**config.mk**
```make
export PLATFORM = sky130hd
export DESIGN_NAME = mux_arb_2to1_flat
export DESIGN_NICKNAME = d
export VERILOG_FILES = /design/src/rtl/mux_arb_pkg.sv /design/src/rtl/mux_arb_2to1_if.sv /design/src/rtl/arb_pick.sv /design/src/rtl/mux_arb_chk.sv /design/src/rtl/mux_arb_2to1.sv /design/src/flat_wrapper.sv
export SDC_FILE = /design/constraint.sdc
export NUM_CORES = 1
export LEC_CHECK = 0
export ABC_CLOCK_PERIOD_IN_PS = 2850
export CORE_MARGIN = 2
export CORE_UTILIZATION = 39
export CTS_CLUSTER_SIZE = 16
export DETAILED_ROUTE_END_ITERATION = 16
export HOLD_SLACK_MARGIN = 0.15
export PLACE_DENSITY = 0.8
export SETUP_SLACK_MARGIN = 0.3
export SLEW_MARGIN = 15
export SYNTH_ARGS = -nofsm -noshare
export SYNTH_HDL_FRONTEND = slang
export SYNTH_HIERARCHICAL = 1
export SYNTH_SLANG_ARGS = --single-unit
```
**constraint.sdc**
```tcl
create_clock -name clk -period 2.85 [get_ports clk]
set_input_delay 0.855 -clock clk [delete_from_list [all_inputs] [get_ports clk]]
set_output_delay 0.855 -clock clk [all_outputs]
set_load 0.05 [all_outputs]
```
**src/rtl/mux_arb_pkg.sv**
```systemverilog
// Shared types and constants for the two-requester burst arbiter.
package mux_arb_pkg;

  localparam int DEF_WIDTH = 32;

  localparam logic REQ0 = 1'b0;
  localparam logic REQ1 = 1'b1;

  typedef enum logic {
    ST_IDLE = 1'b0,
    ST_LOCK = 1'b1
  } state_e;

endpackage

```
**src/rtl/mux_arb_2to1_if.sv**
```systemverilog
// Handshake bundle between the two requesters, the arbiter and the downstream port.
interface mux_arb_2to1_if
  import mux_arb_pkg::*;
#(
  parameter int WIDTH = DEF_WIDTH
);

  logic             in0_valid;
  logic [WIDTH-1:0] in0_data;
  logic             in0_last;
  logic             in0_ready;

  logic             in1_valid;
  logic [WIDTH-1:0] in1_data;
  logic             in1_last;
  logic             in1_ready;

  logic             out_valid;
  logic [WIDTH-1:0] out_data;
  logic             out_last;
  logic             out_src;
  logic             out_ready;

  logic             busy;

  modport slave (
    input  in0_valid, in0_data, in0_last,
    input  in1_valid, in1_data, in1_last,
    input  out_ready,
    output in0_ready, in1_ready,
    output out_valid, out_data, out_last, out_src,
    output busy
  );

  modport master (
    output in0_valid, in0_data, in0_last,
    output in1_valid, in1_data, in1_last,
    output out_ready,
    input  in0_ready, in1_ready,
    input  out_valid, out_data, out_last, out_src,
    input  busy
  );

endinterface

```
**src/rtl/arb_pick.sv**
```systemverilog
// Winner selection for the burst arbiter.
// MUX_ARB_RR_EN selects round-robin tie breaking; otherwise requester 0 wins ties.
module arb_pick
  import mux_arb_pkg::*;
(
  input  logic   valid0,
  input  logic   valid1,
  input  state_e state,
  input  logic   owner,
  input  logic   last_owner,
  output logic   winner
);

  logic tie_pick_s;

`ifdef MUX_ARB_RR_EN
  assign tie_pick_s = ~last_owner;
`else
  logic unused_last_owner_s;
  assign unused_last_owner_s = last_owner;
  assign tie_pick_s          = REQ0;
`endif

  // owner keeps the grant mid-burst; otherwise a lone requester or the tie rule wins
  always_comb begin
    winner = REQ0;
    case (state)
      ST_LOCK: winner = owner;
      ST_IDLE: begin
        if (valid0 && !valid1) begin
          winner = REQ0;
        end else if (valid1 && !valid0) begin
          winner = REQ1;
        end else begin
          winner = tie_pick_s;
        end
      end
      default: winner = REQ0;
    endcase
  end

endmodule

```
**src/rtl/mux_arb_chk.sv**
```systemverilog
// Requester protocol checker, built only with MUX_ARB_ASSERT_EN defined:
// a pending beat must stay valid with stable data/last until accepted.
`ifdef MUX_ARB_ASSERT_EN
module mux_arb_chk #(
  parameter int WIDTH = 32
) (
  input logic             clk,
  input logic             rst_n,
  input logic             valid,
  input logic             ready,
  input logic             last,
  input logic [WIDTH-1:0] data
);

  property p_hold_pending;
    @(posedge clk) disable iff (!rst_n)
      (valid && !ready) |=> (valid && $stable(data) && $stable(last));
  endproperty

  a_hold_pending: assert property (p_hold_pending)
    else $error("requester changed a pending beat");

endmodule
`endif

```
**src/rtl/mux_arb_2to1.sv**
```systemverilog
// Two-requester burst arbiter driving one registered output slot.
// Optional: MUX_ARB_RR_EN (round-robin ties, in arb_pick), MUX_ARB_ASSERT_EN (protocol checkers).
module mux_arb_2to1
  import mux_arb_pkg::*;
#(
  parameter int WIDTH = DEF_WIDTH
) (
  input logic           clk,
  input logic           rst_n,
  mux_arb_2to1_if.slave bus
);

  state_e           state_r;
  logic             owner_r;
  logic             last_owner_r;
  logic             out_valid_r;
  logic [WIDTH-1:0] out_data_r;
  logic             out_last_r;
  logic             out_src_r;

  logic             winner_s;
  logic             slot_free_s;
  logic             win_valid_s;
  logic [WIDTH-1:0] win_data_s;
  logic             win_last_s;
  logic             accept_s;
  logic             rdy0_s;
  logic             rdy1_s;

  arb_pick u_pick (
    .valid0     (bus.in0_valid),
    .valid1     (bus.in1_valid),
    .state      (state_r),
    .owner      (owner_r),
    .last_owner (last_owner_r),
    .winner     (winner_s)
  );

  // 2:1 datapath mux on the winner plus the ready/accept handshake
  always_comb begin
    slot_free_s = !out_valid_r || bus.out_ready;
    if (winner_s == REQ1) begin
      win_valid_s = bus.in1_valid;
      win_data_s  = bus.in1_data;
      win_last_s  = bus.in1_last;
    end else begin
      win_valid_s = bus.in0_valid;
      win_data_s  = bus.in0_data;
      win_last_s  = bus.in0_last;
    end
    accept_s = win_valid_s && slot_free_s && rst_n;
    if (!rst_n) begin
      rdy0_s = 1'b0;
      rdy1_s = 1'b0;
    end else begin
      rdy0_s = slot_free_s && (winner_s == REQ0);
      rdy1_s = slot_free_s && (winner_s == REQ1);
    end
  end

  // output slot, burst lock state and tie history
  always_ff @(posedge clk or negedge rst_n) begin
    if (!rst_n) begin
      state_r      <= ST_IDLE;
      owner_r      <= REQ0;
      last_owner_r <= REQ1;
      out_valid_r  <= 1'b0;
      out_data_r   <= {WIDTH{1'b0}};
      out_last_r   <= 1'b0;
      out_src_r    <= REQ0;
    end else if (accept_s) begin
      out_valid_r <= 1'b1;
      out_data_r  <= win_data_s;
      out_last_r  <= win_last_s;
      out_src_r   <= winner_s;
      if (win_last_s) begin
        last_owner_r <= winner_s;
      end
      case (state_r)
        ST_IDLE: begin
          if (!win_last_s) begin
            state_r <= ST_LOCK;
            owner_r <= winner_s;
          end
        end
        ST_LOCK: begin
          if (win_last_s) begin
            state_r <= ST_IDLE;
          end
        end
        default: state_r <= ST_IDLE;
      endcase
    end else if (bus.out_ready) begin
      out_valid_r <= 1'b0;
    end
  end

  assign bus.in0_ready = rdy0_s;
  assign bus.in1_ready = rdy1_s;
  assign bus.out_valid = out_valid_r;
  assign bus.out_data  = out_data_r;
  assign bus.out_last  = out_last_r;
  assign bus.out_src   = out_src_r;
  assign bus.busy      = (state_r == ST_LOCK);

`ifdef MUX_ARB_ASSERT_EN
  mux_arb_chk #(.WIDTH(WIDTH)) u_chk0 (
    .clk(clk), .rst_n(rst_n), .valid(bus.in0_valid), .ready(bus.in0_ready),
    .last(bus.in0_last), .data(bus.in0_data)
  );
  mux_arb_chk #(.WIDTH(WIDTH)) u_chk1 (
    .clk(clk), .rst_n(rst_n), .valid(bus.in1_valid), .ready(bus.in1_ready),
    .last(bus.in1_last), .data(bus.in1_data)
  );
`endif

endmodule

```
**src/flat_wrapper.sv**
```systemverilog
// flat-port wrapper written by rule: the top's interface ports become plain ports
module mux_arb_2to1_flat import mux_arb_pkg::*;
#(
  parameter int WIDTH = DEF_WIDTH
)
  (clk, rst_n, bus_in0_valid, bus_in0_data, bus_in0_last, bus_in1_valid, bus_in1_data, bus_in1_last, bus_out_ready, bus_in0_ready, bus_in1_ready, bus_out_valid, bus_out_data, bus_out_last, bus_out_src, bus_busy);
  mux_arb_2to1_if #(.WIDTH(WIDTH)) bus_i ();
  input logic clk;
  input logic rst_n;
  input wire logic [$bits(bus_i.in0_valid)-1:0] bus_in0_valid;
  input wire logic [$bits(bus_i.in0_data)-1:0] bus_in0_data;
  input wire logic [$bits(bus_i.in0_last)-1:0] bus_in0_last;
  input wire logic [$bits(bus_i.in1_valid)-1:0] bus_in1_valid;
  input wire logic [$bits(bus_i.in1_data)-1:0] bus_in1_data;
  input wire logic [$bits(bus_i.in1_last)-1:0] bus_in1_last;
  input wire logic [$bits(bus_i.out_ready)-1:0] bus_out_ready;
  output wire logic [$bits(bus_i.in0_ready)-1:0] bus_in0_ready;
  output wire logic [$bits(bus_i.in1_ready)-1:0] bus_in1_ready;
  output wire logic [$bits(bus_i.out_valid)-1:0] bus_out_valid;
  output wire logic [$bits(bus_i.out_data)-1:0] bus_out_data;
  output wire logic [$bits(bus_i.out_last)-1:0] bus_out_last;
  output wire logic [$bits(bus_i.out_src)-1:0] bus_out_src;
  output wire logic [$bits(bus_i.busy)-1:0] bus_busy;
  assign bus_i.in0_valid = bus_in0_valid;
  assign bus_i.in0_data = bus_in0_data;
  assign bus_i.in0_last = bus_in0_last;
  assign bus_i.in1_valid = bus_in1_valid;
  assign bus_i.in1_data = bus_in1_data;
  assign bus_i.in1_last = bus_in1_last;
  assign bus_i.out_ready = bus_out_ready;
  assign bus_in0_ready = bus_i.in0_ready;
  assign bus_in1_ready = bus_i.in1_ready;
  assign bus_out_valid = bus_i.out_valid;
  assign bus_out_data = bus_i.out_data;
  assign bus_out_last = bus_i.out_last;
  assign bus_out_src = bus_i.out_src;
  assign bus_busy = bus_i.busy;
  mux_arb_2to1 #(.WIDTH(WIDTH)) u_core (.clk(clk), .rst_n(rst_n), .bus(bus_i));
endmodule
```
==> metrics.cfg <==
[cells_and_area]
final_util=0.705
fillers=352
diodes=0
layout_common_cells=102 x clkdlybuf4s50_1, 40 x mux2_2, 37 x dfrtp_1
drive_above_1_share=0.398
nets=327
mostFrequentLayoutCell=clkdlybuf4s50_1
flow.area_growth_from_synthesis_pct=71.7

[clocking]
cts.sinks=37
htreeDepth=2
insertion_delay_ns=0.28
path_clk_slew_ns=0.07
cts_hold_buf=0
cts_max_path_buffers=2
cts_buffers=5
cts_tree=built
cts_root_buf=clkbuf_8

[synth]
synthesis.nets=202
synth_area_sq_um=1960
synth_warnings=6
postSynthAreaPerCell_sq_um=15.0
synthCells=131

[sta]
fmax_ghz=0.407
finalCritPeriodShare=0.861
hold_violations=0
finalSetupViolations=0
worst_pin_slew_ns=0.556
rsz0062_at_grt=no
setup_tns_ns=0
period_minus_slack_ns=2.45
relSlewSlack=0.628
final.setup_skew_ns=0.00719
slew_violations=0

[setup_path]
startpoint_type=primary input
critPathKind=in2out
endpoint_kind=output port
path_max_fanout=3
arrival_ns=1.60
crit_required_ns=2.00

[global_routing]
grt_pass1_wl_um=7590
grt_overflow_total=0
grt_pass1_vias=1628
grt_use_total=0.179
antenna_found_initial=0
grt_max_degree=23

[pwr]
p_total_uw=2450
p_per_area_nw_per_um2=726
ir_drop_mv=0.460
p_leak_uw=0.00149

[routing]
num_vias=1510
postRouteAntennaNets=0
drtPass1Iterations=4
drtIter0Drc=53
wl_per_cell_um=14.4
vias_per_cell=4.67
routed_wl_um=4650
drc=0

[floorplan]
fp.dieH_um=75.0
die_w_um=75.0
fp-row-count=25
initial_core_util=0.410
boundaryPins=109
die_area_sq_um=5620
core_area_sq_um=4790

[hold_path]
hold_path_class=reg2reg

[run]
maxCapViolCount=0

[placement]
place.gp.congestion=0.705
port_buffers=108
dp_hpwl_um=3690

[status]
status=completed

==> report_power, final <==
group / leakage (uW) / switching, uW / total [uW] / internal, uW
Combinational: 0.00101 / 738 / 1340 / 598
Sequential: 0.000438 / 85.6 / 755 / 669
Clock: 0.0000443 / 164 / 356 / 192
==> state kept, by name, summed over array words and instances (netlist names) <==
name	cells
u_core/bus.busy	1
u_core/bus.out_data	32
u_core/bus.out_last	1
u_core/bus.out_src	1
u_core/bus.out_valid	1
u_core/owner_r	1
==> final timing paths <==
check / end / slack (ns) / startpoint / depth (start not counted)
setup / recovery: bus_in1_ready / 0.40 / bus_in0_valid / 5
setup reg to reg: u_core/bus.out_data[4]$_DFFE_PN0P_ / 0.77 / u_core/bus.busy$_DFFE_PN0P_ / 8
hold / removal: u_core/bus.out_src$_DFFE_PN0P_ / 0.48 / u_core/bus.out_src$_DFFE_PN0P_ / 1
max in group asynchronous: u_core/bus.out_data[26]$_DFFE_PN0P_ / 2.03 / rst_n / 2
min in group asynchronous: u_core/bus.out_data[14]$_DFFE_PN0P_ / 0.57 / rst_n / 2
hold reg to reg: u_core/bus.out_src$_DFFE_PN0P_ / 0.48 / u_core/bus.out_src$_DFFE_PN0P_ / 1
==> area by class of cell <==
| class | instances | area, sq um | area share |
|---|---|---|---|
| Multi-Input combinational cell | 85 | 1010 | 0.300 |
| Tap cell | 67 | 83.8 | 0.0249 |
| Inverter | 1 | 3.75 | 0.00111 |
| Timing Repair Buffer | 126 | 1260 | 0.374 |
| Clock buffer | 7 | 86.3 | 0.0256 |
| Sequential cell | 37 | 926 | 0.274 |
==> routing by layer <==
metal / vias to the layer above / wire, um / GRT usage / share of wire
li1: 721 / - / - / -
met1: 715 / 1940 / 0.228 / 0.42
met2: 68 / 2190 / 0.291 / 0.47
met3: 6 / 458 / 0.0549 / 0.098
met4: 0 / 65 / 0.0575 / 0.014
met5: - / 0 / 0 / 0
==> critical path, cell delays in order <==
cell and delay (ns):
clkbuf_2 0.09, nand2b_4 0.14, o21ai_4 0.17, and3_4 0.22, buf_12 0.13
==> metrics by stage <==
step           worst slack, ns  std cells  hold WS (ns)  area [sq um]
2_1_floorplan            0.243        131         0.489          2000
3_3_place_gp           -0.0271        313         0.465          3260
3_5_place_dp           -0.0539        313         0.464          3260
4_1_cts                  0.301        322         0.481          3370
5_1_grt                  0.335        323         0.499          3370
6_report                 0.395        323         0.477          3370
==> repair_timing <==
action,in CTS,in global routing
setup buffers,2,1
resized for setup,7,3
setup endpoints to repair,29,2
pin swaps,2,2
No activity file was read; power rests on OpenSTA's default activity.
